### src/rtl/tilemap_ram_scheduler_if.sv
// CPU-side request/acknowledge bus for the tilemap RAM scheduler.
//   cpu_req   : access request, level, held until cpu_ack
//   cpu_we    : 1 = write, 0 = read; stable while cpu_req is high
//   cpu_addr  : 13-bit RAM byte address; stable while cpu_req is high
//   cpu_wdata : write data; stable while cpu_req is high
//   cpu_rdata : read data, valid with cpu_ack and held until the next read completes
//   cpu_ack   : one-cycle completion pulse
// master = CPU bus glue, slave = scheduler.
interface tilemap_ram_scheduler_if;
  logic        cpu_req;
  logic        cpu_we;
  logic [12:0] cpu_addr;
  logic [7:0]  cpu_wdata;
  logic [7:0]  cpu_rdata;
  logic        cpu_ack;

  modport master (
    output cpu_req, cpu_we, cpu_addr, cpu_wdata,
    input  cpu_rdata, cpu_ack
  );

  modport slave (
    input  cpu_req, cpu_we, cpu_addr, cpu_wdata,
    output cpu_rdata, cpu_ack
  );
endinterface

### src/rtl/tilemap_ram_scheduler.sv
// Time-slot scheduler for the shared 8Kx8 tilemap RAM.
// An 8-cycle frame on CLK_6M (optionally realigned by the falling edge of nHSYNC) gives
// slots 0/1 to layer A {code, attr}, slots 2/3 to layer B, and everything else to one CPU
// requester through a req/ack handshake.
// Ports:
//   CLK_6M, rst        : pixel clock, synchronous active-high reset
//   nHSYNC             : horizontal sync, active low
//   cpu                : CPU request/ack bus (slave side)
//   la_idx, lb_idx     : layer tile indices, latched entering slot 0 / slot 2
//   la_data, la_valid  : layer A entry {attr, code} and its one-cycle update pulse
//   lb_data, lb_valid  : layer B entry and pulse
//   slot               : current slot counter
//   RA, RD_in, RD_out, RD_oe, nROE, nRWE : RAM pins
module tilemap_ram_scheduler #(
  parameter logic [1:0] LAYER_EN    = 2'b11,
  parameter bit         HSYNC_ALIGN = 1'b1
) (
  input  logic                          CLK_6M,
  input  logic                          rst,
  input  logic                          nHSYNC,
  tilemap_ram_scheduler_if.slave        cpu,
  input  logic [10:0]                   la_idx,
  input  logic [10:0]                   lb_idx,
  output logic [15:0]                   la_data,
  output logic                          la_valid,
  output logic [15:0]                   lb_data,
  output logic                          lb_valid,
  output logic [2:0]                    slot,
  output logic [12:0]                   RA,
  input  logic [7:0]                    RD_in,
  output logic [7:0]                    RD_out,
  output logic                          RD_oe,
  output logic                          nROE,
  output logic                          nRWE
);

  localparam logic [1:0] StIdle   = 2'd0;
  localparam logic [1:0] StPend   = 2'd1;
  localparam logic [1:0] StAccess = 2'd2;
  localparam logic [1:0] StAck    = 2'd3;

  logic [2:0]  cnt_q, cnt_d;
  logic        hs_q, fall_q;
  logic        realign;
  logic [10:0] la_idx_q, lb_idx_q;
  logic [7:0]  la_lo_q, lb_lo_q;
  logic [15:0] la_data_q, lb_data_q;
  logic        la_valid_q, lb_valid_q;
  logic [1:0]  state_q, state_d;
  logic        we_q;
  logic [12:0] addr_q;
  logic [7:0]  wdata_q, rdata_q;

  // Slots 4-7 always belong to the CPU; a disabled layer donates its pair as well.
  function automatic logic is_cpu_slot(input logic [2:0] s);
    is_cpu_slot = s[2] | (s[1] ? ~LAYER_EN[1] : ~LAYER_EN[0]);
  endfunction

  assign realign = HSYNC_ALIGN && fall_q;
  assign cnt_d   = realign ? 3'd0 : cnt_q + 3'd1;

  always_comb begin
    state_d = state_q;
    unique case (state_q)
      StIdle:   if (cpu.cpu_req) state_d = is_cpu_slot(cnt_d) ? StAccess : StPend;
      StPend:   if (is_cpu_slot(cnt_d)) state_d = StAccess;
      StAccess: state_d = StAck;
      StAck:    state_d = StIdle;
      default:  state_d = StIdle;
    endcase
  end

  always_ff @(posedge CLK_6M) begin
    if (rst) begin
      cnt_q      <= 3'd0;
      hs_q       <= 1'b1;
      fall_q     <= 1'b0;
      la_idx_q   <= '0;
      lb_idx_q   <= '0;
      la_lo_q    <= '0;
      lb_lo_q    <= '0;
      la_data_q  <= '0;
      lb_data_q  <= '0;
      la_valid_q <= 1'b0;
      lb_valid_q <= 1'b0;
      state_q    <= StIdle;
      we_q       <= 1'b0;
      addr_q     <= '0;
      wdata_q    <= '0;
      rdata_q    <= '0;
    end else begin
      cnt_q      <= cnt_d;
      hs_q       <= nHSYNC;
      fall_q     <= hs_q & ~nHSYNC;
      state_q    <= state_d;
      la_valid_q <= 1'b0;
      lb_valid_q <= 1'b0;

      if (cnt_d == 3'd0) la_idx_q <= la_idx;
      if (cnt_d == 3'd2) lb_idx_q <= lb_idx;

      // A realign on the edge closing the second byte drops the whole pair.
      if (LAYER_EN[0]) begin
        if (cnt_q == 3'd0) la_lo_q <= RD_in;
        if (cnt_q == 3'd1 && !realign) begin
          la_data_q  <= {RD_in, la_lo_q};
          la_valid_q <= 1'b1;
        end
      end
      if (LAYER_EN[1]) begin
        if (cnt_q == 3'd2) lb_lo_q <= RD_in;
        if (cnt_q == 3'd3 && !realign) begin
          lb_data_q  <= {RD_in, lb_lo_q};
          lb_valid_q <= 1'b1;
        end
      end

      if (state_q == StIdle && cpu.cpu_req) begin
        we_q    <= cpu.cpu_we;
        addr_q  <= cpu.cpu_addr;
        wdata_q <= cpu.cpu_wdata;
      end
      if (state_q == StAccess && !we_q) rdata_q <= RD_in;
    end
  end

  // RAM pins come only from registered state; rst forces them idle.
  always_comb begin
    RA    = '0;
    nROE  = 1'b1;
    nRWE  = 1'b1;
    RD_oe = 1'b0;
    if (!rst) begin
      if (!is_cpu_slot(cnt_q)) begin
        RA   = {cnt_q[1], (cnt_q[1] ? lb_idx_q : la_idx_q), cnt_q[0]};
        nROE = 1'b0;
      end else if (state_q == StAccess) begin
        RA = addr_q;
        if (we_q) begin
          nRWE  = 1'b0;
          RD_oe = 1'b1;
        end else begin
          nROE = 1'b0;
        end
      end
    end
  end

  assign RD_out        = wdata_q;
  assign cpu.cpu_rdata = rdata_q;
  assign cpu.cpu_ack   = (state_q == StAck);
  assign la_data       = la_data_q;
  assign la_valid      = la_valid_q;
  assign lb_data       = lb_data_q;
  assign lb_valid      = lb_valid_q;
  assign slot          = cnt_q;

endmodule

### src/flat_wrapper.sv
// flat-port wrapper written by rule: the top's interface ports become plain ports
module tilemap_ram_scheduler_flat 
#(
  parameter logic [1:0] LAYER_EN    = 2'b11,
  parameter bit         HSYNC_ALIGN = 1'b1
)
  (CLK_6M, rst, nHSYNC, la_idx, lb_idx, la_data, la_valid, lb_data, lb_valid, slot, RA, RD_in, RD_out, RD_oe, nROE, nRWE, cpu_cpu_req, cpu_cpu_we, cpu_cpu_addr, cpu_cpu_wdata, cpu_cpu_rdata, cpu_cpu_ack);
  tilemap_ram_scheduler_if cpu_i ();
  input  logic CLK_6M;
  input  logic rst;
  input  logic nHSYNC;
  input  logic [10:0] la_idx;
  input  logic [10:0] lb_idx;
  output logic [15:0] la_data;
  output logic la_valid;
  output logic [15:0] lb_data;
  output logic lb_valid;
  output logic [2:0] slot;
  output logic [12:0] RA;
  input  logic [7:0] RD_in;
  output logic [7:0] RD_out;
  output logic RD_oe;
  output logic nROE;
  output logic nRWE;
  input wire logic [$bits(cpu_i.cpu_req)-1:0] cpu_cpu_req;
  input wire logic [$bits(cpu_i.cpu_we)-1:0] cpu_cpu_we;
  input wire logic [$bits(cpu_i.cpu_addr)-1:0] cpu_cpu_addr;
  input wire logic [$bits(cpu_i.cpu_wdata)-1:0] cpu_cpu_wdata;
  output wire logic [$bits(cpu_i.cpu_rdata)-1:0] cpu_cpu_rdata;
  output wire logic [$bits(cpu_i.cpu_ack)-1:0] cpu_cpu_ack;
  assign cpu_i.cpu_req = cpu_cpu_req;
  assign cpu_i.cpu_we = cpu_cpu_we;
  assign cpu_i.cpu_addr = cpu_cpu_addr;
  assign cpu_i.cpu_wdata = cpu_cpu_wdata;
  assign cpu_cpu_rdata = cpu_i.cpu_rdata;
  assign cpu_cpu_ack = cpu_i.cpu_ack;
  tilemap_ram_scheduler #(.LAYER_EN(LAYER_EN), .HSYNC_ALIGN(HSYNC_ALIGN)) u_core (.CLK_6M(CLK_6M), .rst(rst), .nHSYNC(nHSYNC), .cpu(cpu_i), .la_idx(la_idx), .lb_idx(lb_idx), .la_data(la_data), .la_valid(la_valid), .lb_data(lb_data), .lb_valid(lb_valid), .slot(slot), .RA(RA), .RD_in(RD_in), .RD_out(RD_out), .RD_oe(RD_oe), .nROE(nROE), .nRWE(nRWE));
endmodule
### config.mk
export PLATFORM = sky130hd
export DESIGN_NAME = tilemap_ram_scheduler_flat
export DESIGN_NICKNAME = d
export VERILOG_FILES = /design/src/rtl/tilemap_ram_scheduler_if.sv /design/src/rtl/tilemap_ram_scheduler.sv /design/src/flat_wrapper.sv
export SDC_FILE = /design/constraint.sdc
export NUM_CORES = 1
export LEC_CHECK = 0
export BUFFER_PORTS_ARGS = -buffer_cell sky130_fd_sc_hd__buf_4
export CORE_UTILIZATION = 50
export DETAILED_ROUTE_END_ITERATION = 12
export HOLD_SLACK_MARGIN = 0.08
export PLACE_DENSITY = 0.77
export SYNTH_ARGS = -nofsm -noshare
export SYNTH_HDL_FRONTEND = slang
export SYNTH_SLANG_ARGS = --single-unit
### constraint.sdc
create_clock -name CLK_6M -period 3.3 [get_ports CLK_6M]
set_clock_uncertainty 0.2 [all_clocks]
set_input_delay 0.66 -clock CLK_6M [delete_from_list [all_inputs] [get_ports CLK_6M]]
set_output_delay 0.66 -clock CLK_6M [all_outputs]
set_load 0.005 [all_outputs]
After elaboration in Yosys (flattened, before gate mapping)

Index checks and enable logic that the tools add are counted.
W data, S select, Z words.

Register bits: 109
Input port bits: 56
Output and inout bits: 70
Logic and storage cells: 60

Mux-type cells: 22
Add/subtract/negate cells: 1
Eq/ne operators: 9
Reduce and logical (&&, ||, !) cells: 10
Bitwise logic cells: 2

Operators by type and width:

| operator              | number |
|---|---|
| $mux W13              | 3 |
| $mux W1               | 13 |
| $mux W11              | 1 |
| $eq A3 B2 Y1 const B  | 3 |
| $pmux W2 S4           | 1 |
| $logic_not A3 Y1      | 2 |
| $mux W2               | 3 |
| $eq A2 B2 Y1 const B  | 2 |
| $logic_and A1 B1 Y1   | 4 |
| $add A3 B1 Y3 const B | 1 |
| $eq A3 B1 Y1 const B  | 1 |
| $mux W3               | 1 |
| $eq A2 B1 Y1 const B  | 1 |
| $logic_not A1 Y1      | 2 |
| $logic_not A2 Y1      | 1 |
| $ne A2 B1 Y1 const B  | 1 |
| $ne A2 B2 Y1 const B  | 1 |
| $reduce_and A2 Y1     | 1 |
| $and A1 B1 Y1         | 1 |
| $not A1 Y1            | 1 |

Depth between registers and ports, before layout

Gate-level depths: netlist of the first run.

Word-level depth: 5
Mapped depth: 9
Gate-level depth less buffers: 5

Least setup slack after synthesis of the first run

OpenSTA, ideal clock, no wires.

Kind: in2out
From: input rst
To: output RA[0]
Stages on the path: 4
Arrival: 1384 ps
Slack: 1056 ps
Path buffers: 3
Data required time: 2440 ps
Cells stage by stage: clkbuf_1 buf_2 buf_1 a21oi_1

Longest elaborated chain between the ends: 1

Ends and longest elaborated chain:

| element         | RTL line                     | source |
|---|---|---|
| start, declared | flat_wrapper.sv:10           | `input logic rst;` |
| $mux W13        | tilemap_ram_scheduler.sv:133 | `if (!rst) begin` |
| end, declared   | flat_wrapper.sv:19           | `output logic [12:0] RA;` |

No other way between the ends.

Final worst setup path of the first run

From: register u_core.state_q[0]
To: output nROE

Longest elaborated chain between the ends: 4

Ends and longest elaborated chain:

| element                | RTL line                     | source |
|---|---|---|
| start, declared        | tilemap_ram_scheduler.sv:49  | `logic [1:0] state_q, state_d;` |
| start signal, assigned | tilemap_ram_scheduler.sv:86  | `state_q <= StIdle;` |
| start signal, assigned | tilemap_ram_scheduler.sv:95  | `state_q <= state_d;` |
| $eq A2 B2 Y1           | tilemap_ram_scheduler.sv:137 | `end else if (state_q == StAccess) begin` |
| $mux W1                | tilemap_ram_scheduler.sv:137 |  |
| $mux W1                | tilemap_ram_scheduler.sv:134 | `if (!is_cpu_slot(cnt_q)) begin` |
| $mux W1                | tilemap_ram_scheduler.sv:133 |  |
| end, declared          | flat_wrapper.sv:23           | `output logic nROE;` |

No other way between the ends.

==> run_results.csv, run 1 <==
group,metric,value,unit
route,route.detailed.vias_per_inst,5.10,
yosys,synth_common_cells,"sky130_fd_sc_hd__nand2_1, sky130_fd_sc_hd__dfxtp_1, sky130_fd_sc_hd__a21oi_1",
yosys,post_synth_num_cell_types,31,
min_path,hold_depth,2,
yosys,synthMuxAreaShare,10.7,%
clock_network,cts.clk_slew.worst_paths,110,ps
clock_network,post_cts_setup_buffers,0,
global_route,vias_in_the_first_global_route,3327,
route,wl_met1,4.71,mm
pwr,power,3.09,mW
yosys,synth.yosys.seq_area_share,49.1,%
layout,multi_input_comb_area,2040,um^2
yosys,dominant_combinational_cell_family_by_area_after_synthesis,"simple AND/OR/NAND/NOR gates",
worst_setup_path,crit_fanout,17,
yosys,syn_area,4440,um^2
pwr,cellPowerDensity,553,nW/um^2
floorplanning,core,8680,um^2
floorplanning,die_area,9270,um^2
worst_setup_path,critical_path.endpoint_type,"primary output",
clock_network,cts_hold_buf,0,
route,first_pass_iters,4,
clock_network,cts_root_buffer,"sky130_fd_sc_hd__clkbuf_8",
floorplanning,x_dimension_of_the_die,96.3,um
clock_network,clock_latency,370,ps
yosys,async_flop_share,0,%
min_path,min_path_type,"flop to flop",
route,highest_layer,"met4",
sta,fmaxAchievable,349,MHz
yosys,synth_warn,0,
pwr,static-leakage-power,2.38,nW
sta,slew_violations,0,
sta,grt_setup_unrepaired,"no",
sta,setup_failing_eps_final,0,
layout,area_growth_syn_to_layout,25.7,%
pwr,share_clk_of_total_power,27.7,%
floorplanning,ioPinCount,126,
route,drtAntennaViolNets,0,
sta,final_min_period_over_clock_period,86.9,%
global_route,antenna_found_initial,0,
yosys,synth_top_cell_by_area,"sky130_fd_sc_hd__dfxtp_1",
floorplanning,initial_utilization,51.2,%
route,postRouteWirelength,10.3,mm
sta,fin_worst_hold_slack,217,ps
layout,layout.nets,694,
pwr,power_switching_share,30.5,%
yosys,flip_flop_and_latch_count_after_synthesis,109,
pwr,logic_pwr_share,22.8,%
worst_setup_path,critical_path_at,2010,ps
route,detailedRoute.firstIterationViolations,118,
layout,postLayoutCellArea,5590,um^2
yosys,synth_edf_count,0,
placed_design,gpl.final_weighted_congestion,0.860,
global_route,grt_start_max_net_pins,45,
yosys,synth_top_cells_by_area,"sky130_fd_sc_hd__dfxtp_1, sky130_fd_sc_hd__nand2_1, sky130_fd_sc_hd__a21oi_1",
global_route,grt_remaining_overflow,0,
yosys,synth_simple_gate_area_share,22.2,%
floorplanning,rows,34,
layout,diodes,0,
route,routed-wl-met2,4.88,mm
route,wl_cell,14.0,um
global_route,globalRouteTotalUtil,22.7,%
sta,min_period,2870,ps
pwr,internal_power,2.15,mW
yosys,ys_dominant_reg_cell,"sky130_fd_sc_hd__dfxtp_1",
placed_design,placed_cell_area,5370,um^2
route,met3RoutedLength,635,um
min_path,hold_path_startpoint,"u_core.hs_q$_SDFF_PP1_",
clock_network,cts_max_level,3,
floorplanning,die_y,96.3,um
yosys,synth_compound_area_share,10.1,%
run,cap_violations,0,
sta,final.setup.tns,0,ps
route,vias,3778,
worst_setup_path,reg2reg_from,"u_core.slot[2]$_SDFF_PP0_",
placed_design,dp.final_hpwl,7.44,mm
placed_design,place_worst_setup_slack,840,ps
yosys,post_synth.cell_area_avg,8.45,um^2
layout,filler_cell_count,753,
route,remaining_drc_errors,0,
clock_network,ctsResizeCount,0,
outcome,status,"completed",
pwr,max-vdd-ir-drop,0.294,mV
worst_setup_path,criticalPathCategory,"flop to primary output",
clock_network,tritoncts.num_buffers,9,
worst_setup_path,ff2ff_path_depth,6,
min_path,worst_hold_path.endpoint,"u_core.fall_q$_SDFF_PP0_",
yosys,post-synth-top-count-cell,"sky130_fd_sc_hd__nand2_1",
worst_setup_path,reg2reg_slack,790,ps
clock_network,cts.sink_count,109,
worst_setup_path,rr_endpoint,"u_core.lb_idx_q[8]$_SDFFE_PP0N_",
yosys,synth-xor-area-share,0,%
worst_setup_path,cp_data_required_time,2440,ps
sta,final_hold_viol_count,0,
clock_network,tritoncts,"done",
yosys,yosys.area_share.adder,2.82,%
sta,tightest_slew,1060,ps
yosys,postSynthNetCount,592,
worst_setup_path,critPathLaunchType,"flop",
placed_design,placement.io_buffers,125,
pwr,p_seq_share,49.4,%
clock_network,clockBufferDepth,2,
yosys,netlist.area_leader.share,49.1,%
sta,timing.max_slew.rel_slack,29.4,%
sta,final_worst_setup_slack,433,ps
layout,final_layout_size_suffix_gt1_share,25.3,%
yosys,postSynthCellCount,526,
layout,layout.area.seq,2180,um^2
pwr,power_switching,0.943,mW
global_route,wire_length_of_the_first_global_routing_pass,15.9,mm
[metrics by stage]
step | util (%) | instances
global placement | 61.9 | 725
CTS | 64.4 | 741
global route | 64.4 | 741
detailed placement | 61.9 | 725
floorplan | - | 526
finish | 64.4 | 741
[cell usage in the layout (no fill, tap or decap), types with 2 or more instances in the layout]
master                       n
sky130_fd_sc_hd__nand2b_1   26
sky130_fd_sc_hd__buf_4     131
sky130_fd_sc_hd__nor3_1      3
sky130_fd_sc_hd__clkbuf_8   10
sky130_fd_sc_hd__nand3_1    13
sky130_fd_sc_hd__o21ai_0     2
sky130_fd_sc_hd__mux2i_1    35
sky130_fd_sc_hd__inv_1       8
sky130_fd_sc_hd__and4b_1     2
sky130_fd_sc_hd__nand2_1   144
sky130_fd_sc_hd__inv_8       2
sky130_fd_sc_hd__nor2b_1     5
sky130_fd_sc_hd__nor2_1     28
sky130_fd_sc_hd__a21oi_1    79
sky130_fd_sc_hd__ha_1       10
sky130_fd_sc_hd__dfxtp_1   109
sky130_fd_sc_hd__mux2_2     11
[critical path, cell delays in order (launching register included)]
cell                       delay [ps]
sky130_fd_sc_hd__dfxtp_1          340
sky130_fd_sc_hd__inv_1            120
sky130_fd_sc_hd__ha_1             490
sky130_fd_sc_hd__nand2b_1         310
sky130_fd_sc_hd__a21o_1           250
sky130_fd_sc_hd__buf_4            130
[per-layer routing]
| metal | GRT usage, % | vias up |
|---|---|---|
| met3 | 7.11 | 8 |
| met5 | 0 | - |
| met1 | 28.7 | 1735 |
| met4 | 5.72 | 0 |
| met2 | 37.5 | 121 |
| li1 | - | 1914 |
[state kept, by name, summed over array words and instances (netlist names), 3 cells and up]
register,flops
u_core.la_idx_q,11
u_core.addr_q,13
u_core.la_lo_q,8
u_core.la_data,16
u_core.lb_lo_q,8
u_core.slot,3
u_core.cpu.cpu_rdata,8
u_core.RD_out,8
u_core.lb_data,16
u_core.lb_idx_q,11
[cells by family (layout without fill, tap and decap cells)]
family          after synthesis  after routing
simple gates                227            227
buf+inv                      48            155
fa+ha+maj                    10             10
flops                       109            109
compound gates               86             86
mux                          46             46
[area by class of cell]
type	count	share of cell area (%)
clock buffer	10	2.46
clock inverter	6	1.39
inverter	8	0.538
multi-input combinational	369	36.5
sequential	109	39.1
tap	108	2.42
timing repair buffer	131	17.6
[power by group through the flow]
stage               clock [mW]  sequential, mW  combinational [mW]
global placement             0            1.55               0.679
floorplan                    0            1.54               0.481
CTS                      0.871            1.53               0.712
detailed placement           0            1.56               0.709
finish                   0.857            1.53               0.707
global route             0.938            1.54               0.792
[worst max-delay path by stage]
stage	endpoint	slack [ps]	startpoint	cells after the start
floorplan	RA[0]	1060	rst	4
global placement	nROE	900	u_core.state_q[0]$_SDFFE_PP0P_	5
detailed placement	u_core.lb_idx_q[8]$_SDFFE_PP0N_	840	u_core.slot[2]$_SDFF_PP0_	6
CTS	nROE	430	u_core.state_q[0]$_SDFFE_PP0P_	5
global route	nROE	270	u_core.state_q[0]$_SDFFE_PP0P_	5
finish	nROE	430	u_core.state_q[0]$_SDFFE_PP0P_	5
No activity file was read; power rests on OpenSTA's default activity.
==> run 2: changes to the inputs <==
--- a/config.mk
+++ b/config.mk
@@ -6,10 +6,11 @@
 export NUM_CORES = 1
 export LEC_CHECK = 0
 export BUFFER_PORTS_ARGS = -buffer_cell sky130_fd_sc_hd__buf_4
+export CORE_ASPECT_RATIO = 1.75
 export CORE_UTILIZATION = 50
 export DETAILED_ROUTE_END_ITERATION = 12
 export HOLD_SLACK_MARGIN = 0.08
-export PLACE_DENSITY = 0.77
+export PLACE_DENSITY = 0.8
 export SYNTH_ARGS = -nofsm -noshare
 export SYNTH_HDL_FRONTEND = slang
 export SYNTH_SLANG_ARGS = --single-unit
==> run_results.csv, run 2 (same netlist as run 1, synthesis figures left out) <==
group,metric,value,unit
sta,final.setup.tns,0,ps
route,route.detailed.vias_per_inst,5.07,
min_path,min_path_type,"flop to flop",
route,wl_cell,13.9,um
worst_setup_path,critical_path_at,1960,ps
clock_network,cts.sink_count,109,
floorplanning,die_y,127,um
worst_setup_path,criticalPathCategory,"flop to primary output",
sta,min_period,2820,ps
global_route,grt_util_met3,4.13,%
global_route,globalRouteTotalUtil,23.3,%
global_route,grt_remaining_overflow,0,
clock_network,cts_hold_buf,0,
clock_network,post_cts_setup_buffers,0,
sta,final_min_period_over_clock_period,85.5,%
clock_network,tritoncts.num_buffers,9,
worst_setup_path,reg2reg_from,"u_core.slot[1]$_SDFF_PP0_",
floorplanning,core,8670,um^2
layout,final_layout_size_suffix_gt1_share,24.7,%
worst_setup_path,ff2ff_path_depth,5,
floorplanning,die_area,9280,um^2
floorplanning,initial_utilization,51.2,%
worst_setup_path,critPathLaunchType,"flop",
route,detailedRoute.firstIterationViolations,250,
sta,fin_worst_hold_slack,209,ps
layout,diodes,0,
clock_network,cts.clk_slew.worst_paths,60,ps
route,first_pass_iters,4,
layout,final_cell_mix,"sky130_fd_sc_hd__nand2_1, sky130_fd_sc_hd__buf_4, sky130_fd_sc_hd__dfxtp_1, sky130_fd_sc_hd__a21oi_1, sky130_fd_sc_hd__mux2i_1",
sta,final_worst_setup_slack,478,ps
placed_design,dp.final_hpwl,7.44,mm
clock_network,cts_root_buffer,"sky130_fd_sc_hd__clkbuf_16",
worst_setup_path,reg2reg_slack,870,ps
placed_design,gpl.final_weighted_congestion,0.795,
clock_network,cts_max_level,3,
sta,final_hold_viol_count,0,
clock_network,tritoncts,"done",
global_route,wire_length_of_the_first_global_routing_pass,16.5,mm
sta,setup_failing_eps_final,0,
route,postRouteWirelength,10.4,mm
global_route,vias_in_the_first_global_route,3532,
sta,fmaxAchievable,354,MHz
pwr,max-vdd-ir-drop,0.437,mV
layout,area_growth_syn_to_layout,28.4,%
global_route,grt_start_max_net_pins,53,
floorplanning,ioPinCount,126,
clock_network,clockBufferDepth,2,
pwr,static-leakage-power,2.42,nW
pwr,cellPowerDensity,600,nW/um^2
sta,tightest_slew,1100,ps
global_route,antenna_found_initial,0,
floorplanning,rows,45,
clock_network,clock_latency,340,ps
layout,filler_cell_count,771,
worst_setup_path,cp_data_required_time,2440,ps
floorplanning,x_dimension_of_the_die,73.3,um
layout,final_util,65.8,%
outcome,status,"completed",
worst_setup_path,worst_setup_path_endpoint,"nROE",
layout,final_common_cell,"sky130_fd_sc_hd__nand2_1",
sta,slew_violations,0,
route,remaining_drc_errors,0,
worst_setup_path,crit_fanout,17,
worst_setup_path,rr_endpoint,"u_core.state_q[1]$_SDFFE_PP0P_",
route,vias,3791,
global_route,gr-max-usage-layer,"met2",
global_route,global_route.usage.met2,42.0,%
clock_network,ctsResizeCount,0,
route,drtAntennaViolNets,0,
worst_setup_path,worstSetupStartpoint,"u_core.state_q[0]$_SDFFE_PP0P_",
placed_design,placement.io_buffers,125,
sta,grt_setup_unrepaired,"no",
sta,timing.max_slew.rel_slack,26.7,%
run,cap_violations,0,
global_route,grt_use_met1,26.3,%
placed_design,place_worst_setup_slack,836,ps
worst_setup_path,critical_path.endpoint_type,"primary output",
layout,layout.nets,693,
==> run 2: cell count changes in the layout (fill, tap and decap cells not counted), sizes merged <==
cell	change
bufinv	+2
buf	-1
inv	-3
clkinv	-1
clkbuf	+1
==> run 2: where the power goes <==
part | internal, mW | switching (mW) | total [mW] | leakage, nW
clock | 0.738 | 0.449 | 1.19 | 0.156
combinational | 0.318 | 0.387 | 0.705 | 1.37
sequential | 1.45 | 0.0879 | 1.53 | 0.889
total | 2.50 | 0.924 | 3.42 | 2.42
==> run 2: stage by stage <==
stage	cell area [um^2]	instances	total power, mW
after floorplan	4440	526	2.02
after global placement	5380	733	2.23
after detailed placement	5380	733	2.27
after CTS	5710	748	3.45
after global routing	5710	748	3.60
final	5710	748	3.42
==> run 2: layout make-up <==
cell class | count | area, um^2 | area share (%)
inverters | 8 | 30.0 | 0.526
multi-input cells | 369 | 2040 | 35.8
flip-flops and latches | 109 | 2180 | 38.2
clock inverters | 4 | 97.6 | 1.71
clock buffers | 11 | 233 | 4.08
repair buffers | 130 | 976 | 17.1
well taps | 117 | 146 | 2.57
==> run 2: worst min-delay path by stage <==
stage               slack [ps]                    from                  endpoint  cells after the start
finish                     210  u_core.hs_q$_SDFF_PP1_  u_core.fall_q$_SDFF_PP0_                      2
global route               240  u_core.hs_q$_SDFF_PP1_  u_core.fall_q$_SDFF_PP0_                      2
CTS                        210  u_core.hs_q$_SDFF_PP1_  u_core.fall_q$_SDFF_PP0_                      2
detailed placement         200  u_core.hs_q$_SDFF_PP1_  u_core.fall_q$_SDFF_PP0_                      2
global placement           200  u_core.hs_q$_SDFF_PP1_  u_core.fall_q$_SDFF_PP0_                      2
floorplan                  190  u_core.hs_q$_SDFF_PP1_  u_core.fall_q$_SDFF_PP0_                      2
==> run 2: worst max-delay path, cell delays in order, from the launching register on <==
cell and delay (ps):
sky130_fd_sc_hd__dfxtp_1 340, sky130_fd_sc_hd__inv_1 110, sky130_fd_sc_hd__ha_1 490, sky130_fd_sc_hd__nand2b_1 300, sky130_fd_sc_hd__a21o_1 250, sky130_fd_sc_hd__buf_4 130
==> run 2: metal layers <==
layer | wire [um] | up-vias
met5 | 0 | -
met4 | 198 | 0
met3 | 451 | 16
met2 | 5600 | 116
met1 | 4140 | 1747
li1 | - | 1912
==> run 3: changes to the inputs <==
--- a/config.mk
+++ b/config.mk
@@ -8,6 +8,7 @@
 export BUFFER_PORTS_ARGS = -buffer_cell sky130_fd_sc_hd__buf_4
 export CORE_ASPECT_RATIO = 1.75
 export CORE_UTILIZATION = 50
+export CTS_BUF_LIST = sky130_fd_sc_hd__clkbuf_8 sky130_fd_sc_hd__clkbuf_16
 export DETAILED_ROUTE_END_ITERATION = 12
 export HOLD_SLACK_MARGIN = 0.08
 export PLACE_DENSITY = 0.8
==> run_results.csv, run 3 (same netlist as run 1, synthesis figures left out) <==
group,metric,value,unit
outcome,status,"completed",
global_route,antenna_found_initial,0,
global_route,vias_in_the_first_global_route,3532,
run,cap_violations,0,
global_route,global_route.usage.met2,42.0,%
layout,diodes,0,
worst_setup_path,cp_slowest_cell,"sky130_fd_sc_hd__ha_1",
clock_network,clock_latency,340,ps
worst_setup_path,reg2reg_slack,870,ps
worst_setup_path,worstPathCellList,"inv_1 -> ha_1 -> nand2b_1 -> a21o_1 -> buf_4",
sta,setup_failing_eps_final,0,
clock_network,tritoncts.num_buffers,9,
min_path,min_path_type,"flop to flop",
layout,area_growth_syn_to_layout,28.4,%
global_route,grt_use_met1,26.3,%
route,remaining_drc_errors,0,
pwr,power,3.42,mW
layout,final_util,65.8,%
route,postRouteWirelength,10.4,mm
floorplanning,die_area,9280,um^2
clock_network,tritoncts,"done",
clock_network,post_cts_setup_buffers,0,
placed_design,dpl.cell_count,733,
global_route,grt_remaining_overflow,0,
sta,grt_setup_unrepaired,"no",
sta,final_min_period_over_clock_period,85.5,%
route,wl_cell,13.9,um
clock_network,clockBufferDepth,2,
floorplanning,initial_utilization,51.2,%
route,first_pass_iters,4,
pwr,static-leakage-power,2.43,nW
sta,slew_violations,0,
floorplanning,die_y,127,um
route,detailedRoute.firstIterationViolations,244,
clock_network,cts.clk_slew.worst_paths,60,ps
sta,tightest_slew,1100,ps
floorplanning,core,8670,um^2
worst_setup_path,critical_path.n_buffers_inverters,2,
global_route,gr-max-usage-layer,"met2",
worst_setup_path,critPathLaunchType,"flop",
layout,multi_input_comb_area,2040,um^2
sta,final.setup.tns,0,ps
clock_network,cts_hold_buf,0,
clock_network,cts_root_buffer,"sky130_fd_sc_hd__clkbuf_16",
global_route,grt_start_max_net_pins,53,
route,route.detailed.vias_per_inst,5.06,
placed_design,placement.io_buffers,125,
pwr,cellPowerDensity,599,nW/um^2
layout,final_common_cell,"sky130_fd_sc_hd__nand2_1",
placed_design,dp.final_hpwl,7.44,mm
sta,min_period,2820,ps
worst_setup_path,critical_path.endpoint_type,"primary output",
sta,fmaxAchievable,355,MHz
placed_design,placed_cell_area,5380,um^2
worst_setup_path,critical_path_at,1960,ps
layout,layout.area.seq,2180,um^2
global_route,globalRouteTotalUtil,23.3,%
worst_setup_path,cp_data_required_time,2440,ps
layout,layout.nets,693,
worst_setup_path,critical_path.max_stage_delay,490,ps
placed_design,gpl.final_weighted_congestion,0.795,
worst_setup_path,criticalPathCategory,"flop to primary output",
floorplanning,ioPinCount,126,
route,drtAntennaViolNets,0,
layout,final_cell_mix,"sky130_fd_sc_hd__nand2_1, sky130_fd_sc_hd__buf_4, sky130_fd_sc_hd__dfxtp_1, sky130_fd_sc_hd__a21oi_1, sky130_fd_sc_hd__mux2i_1",
layout,postLayoutCellArea,5710,um^2
clock_network,cts_max_level,3,
floorplanning,x_dimension_of_the_die,73.3,um
floorplanning,rows,45,
clock_network,ctsResizeCount,0,
route,vias,3788,
layout,filler_cell_count,771,
sta,final_hold_viol_count,0,
layout,final_cell_count_without_fillers,748,
pwr,max-vdd-ir-drop,0.437,mV
sta,timing.max_slew.rel_slack,26.7,%
global_route,grt_util_met3,4.13,%
layout,final_layout_size_suffix_gt1_share,24.7,%
worst_setup_path,critical-path-top-delay-family,"adder cells",
global_route,wire_length_of_the_first_global_routing_pass,16.5,mm
clock_network,cts.sink_count,109,
worst_setup_path,crit_fanout,17,
-- run 3: tightest hold or removal path, cell delays in order (launching register included) --
cell	delay [ps]
sky130_fd_sc_hd__dfxtp_1	300
sky130_fd_sc_hd__inv_1	40
sky130_fd_sc_hd__nor2_1	30
-- run 3: per-stage QoR --
| stage | hold WS, ps | worst slack [ps] |
|---|---|---|
| finish | 209 | 479 |
| floorplan | 192 | 1060 |
| global placement | 203 | 928 |
| global route | 239 | 282 |
| CTS | 213 | 461 |
| detailed placement | 203 | 836 |
-- run 3: layout make-up --
class	count	area share [%]
multi-input combinational	369	35.8
clock buffer	9	3.95
inverter	8	0.526
clock inverter	6	1.84
timing repair buffer	130	17.1
tap	117	2.57
sequential	109	38.2
-- run 3: where the power goes --
part           switching (mW)  total (mW)  internal (mW)
clock                   0.447        1.18          0.731
sequential             0.0879        1.53           1.45
combinational           0.388       0.706          0.318
total                   0.923        3.42           2.49
-- run 3: metal layers --
metal	part of all wire, %	vias up
li1	-	1913
met1	40	1742
met2	54	117
met3	4.2	16
met4	1.9	0
met5	0	-
-- run 3: worst paths after layout --
path                                                     start                             end  cells past startpoint
worst max register to register       u_core.slot[1]$_SDFF_PP0_  u_core.state_q[1]$_SDFFE_PP0P_                      5
worst min register to register          u_core.hs_q$_SDFF_PP1_        u_core.fall_q$_SDFF_PP0_                      2
worst max-delay path            u_core.state_q[0]$_SDFFE_PP0P_                            nROE                      5
worst min-delay path                    u_core.hs_q$_SDFF_PP1_        u_core.fall_q$_SDFF_PP0_                      2
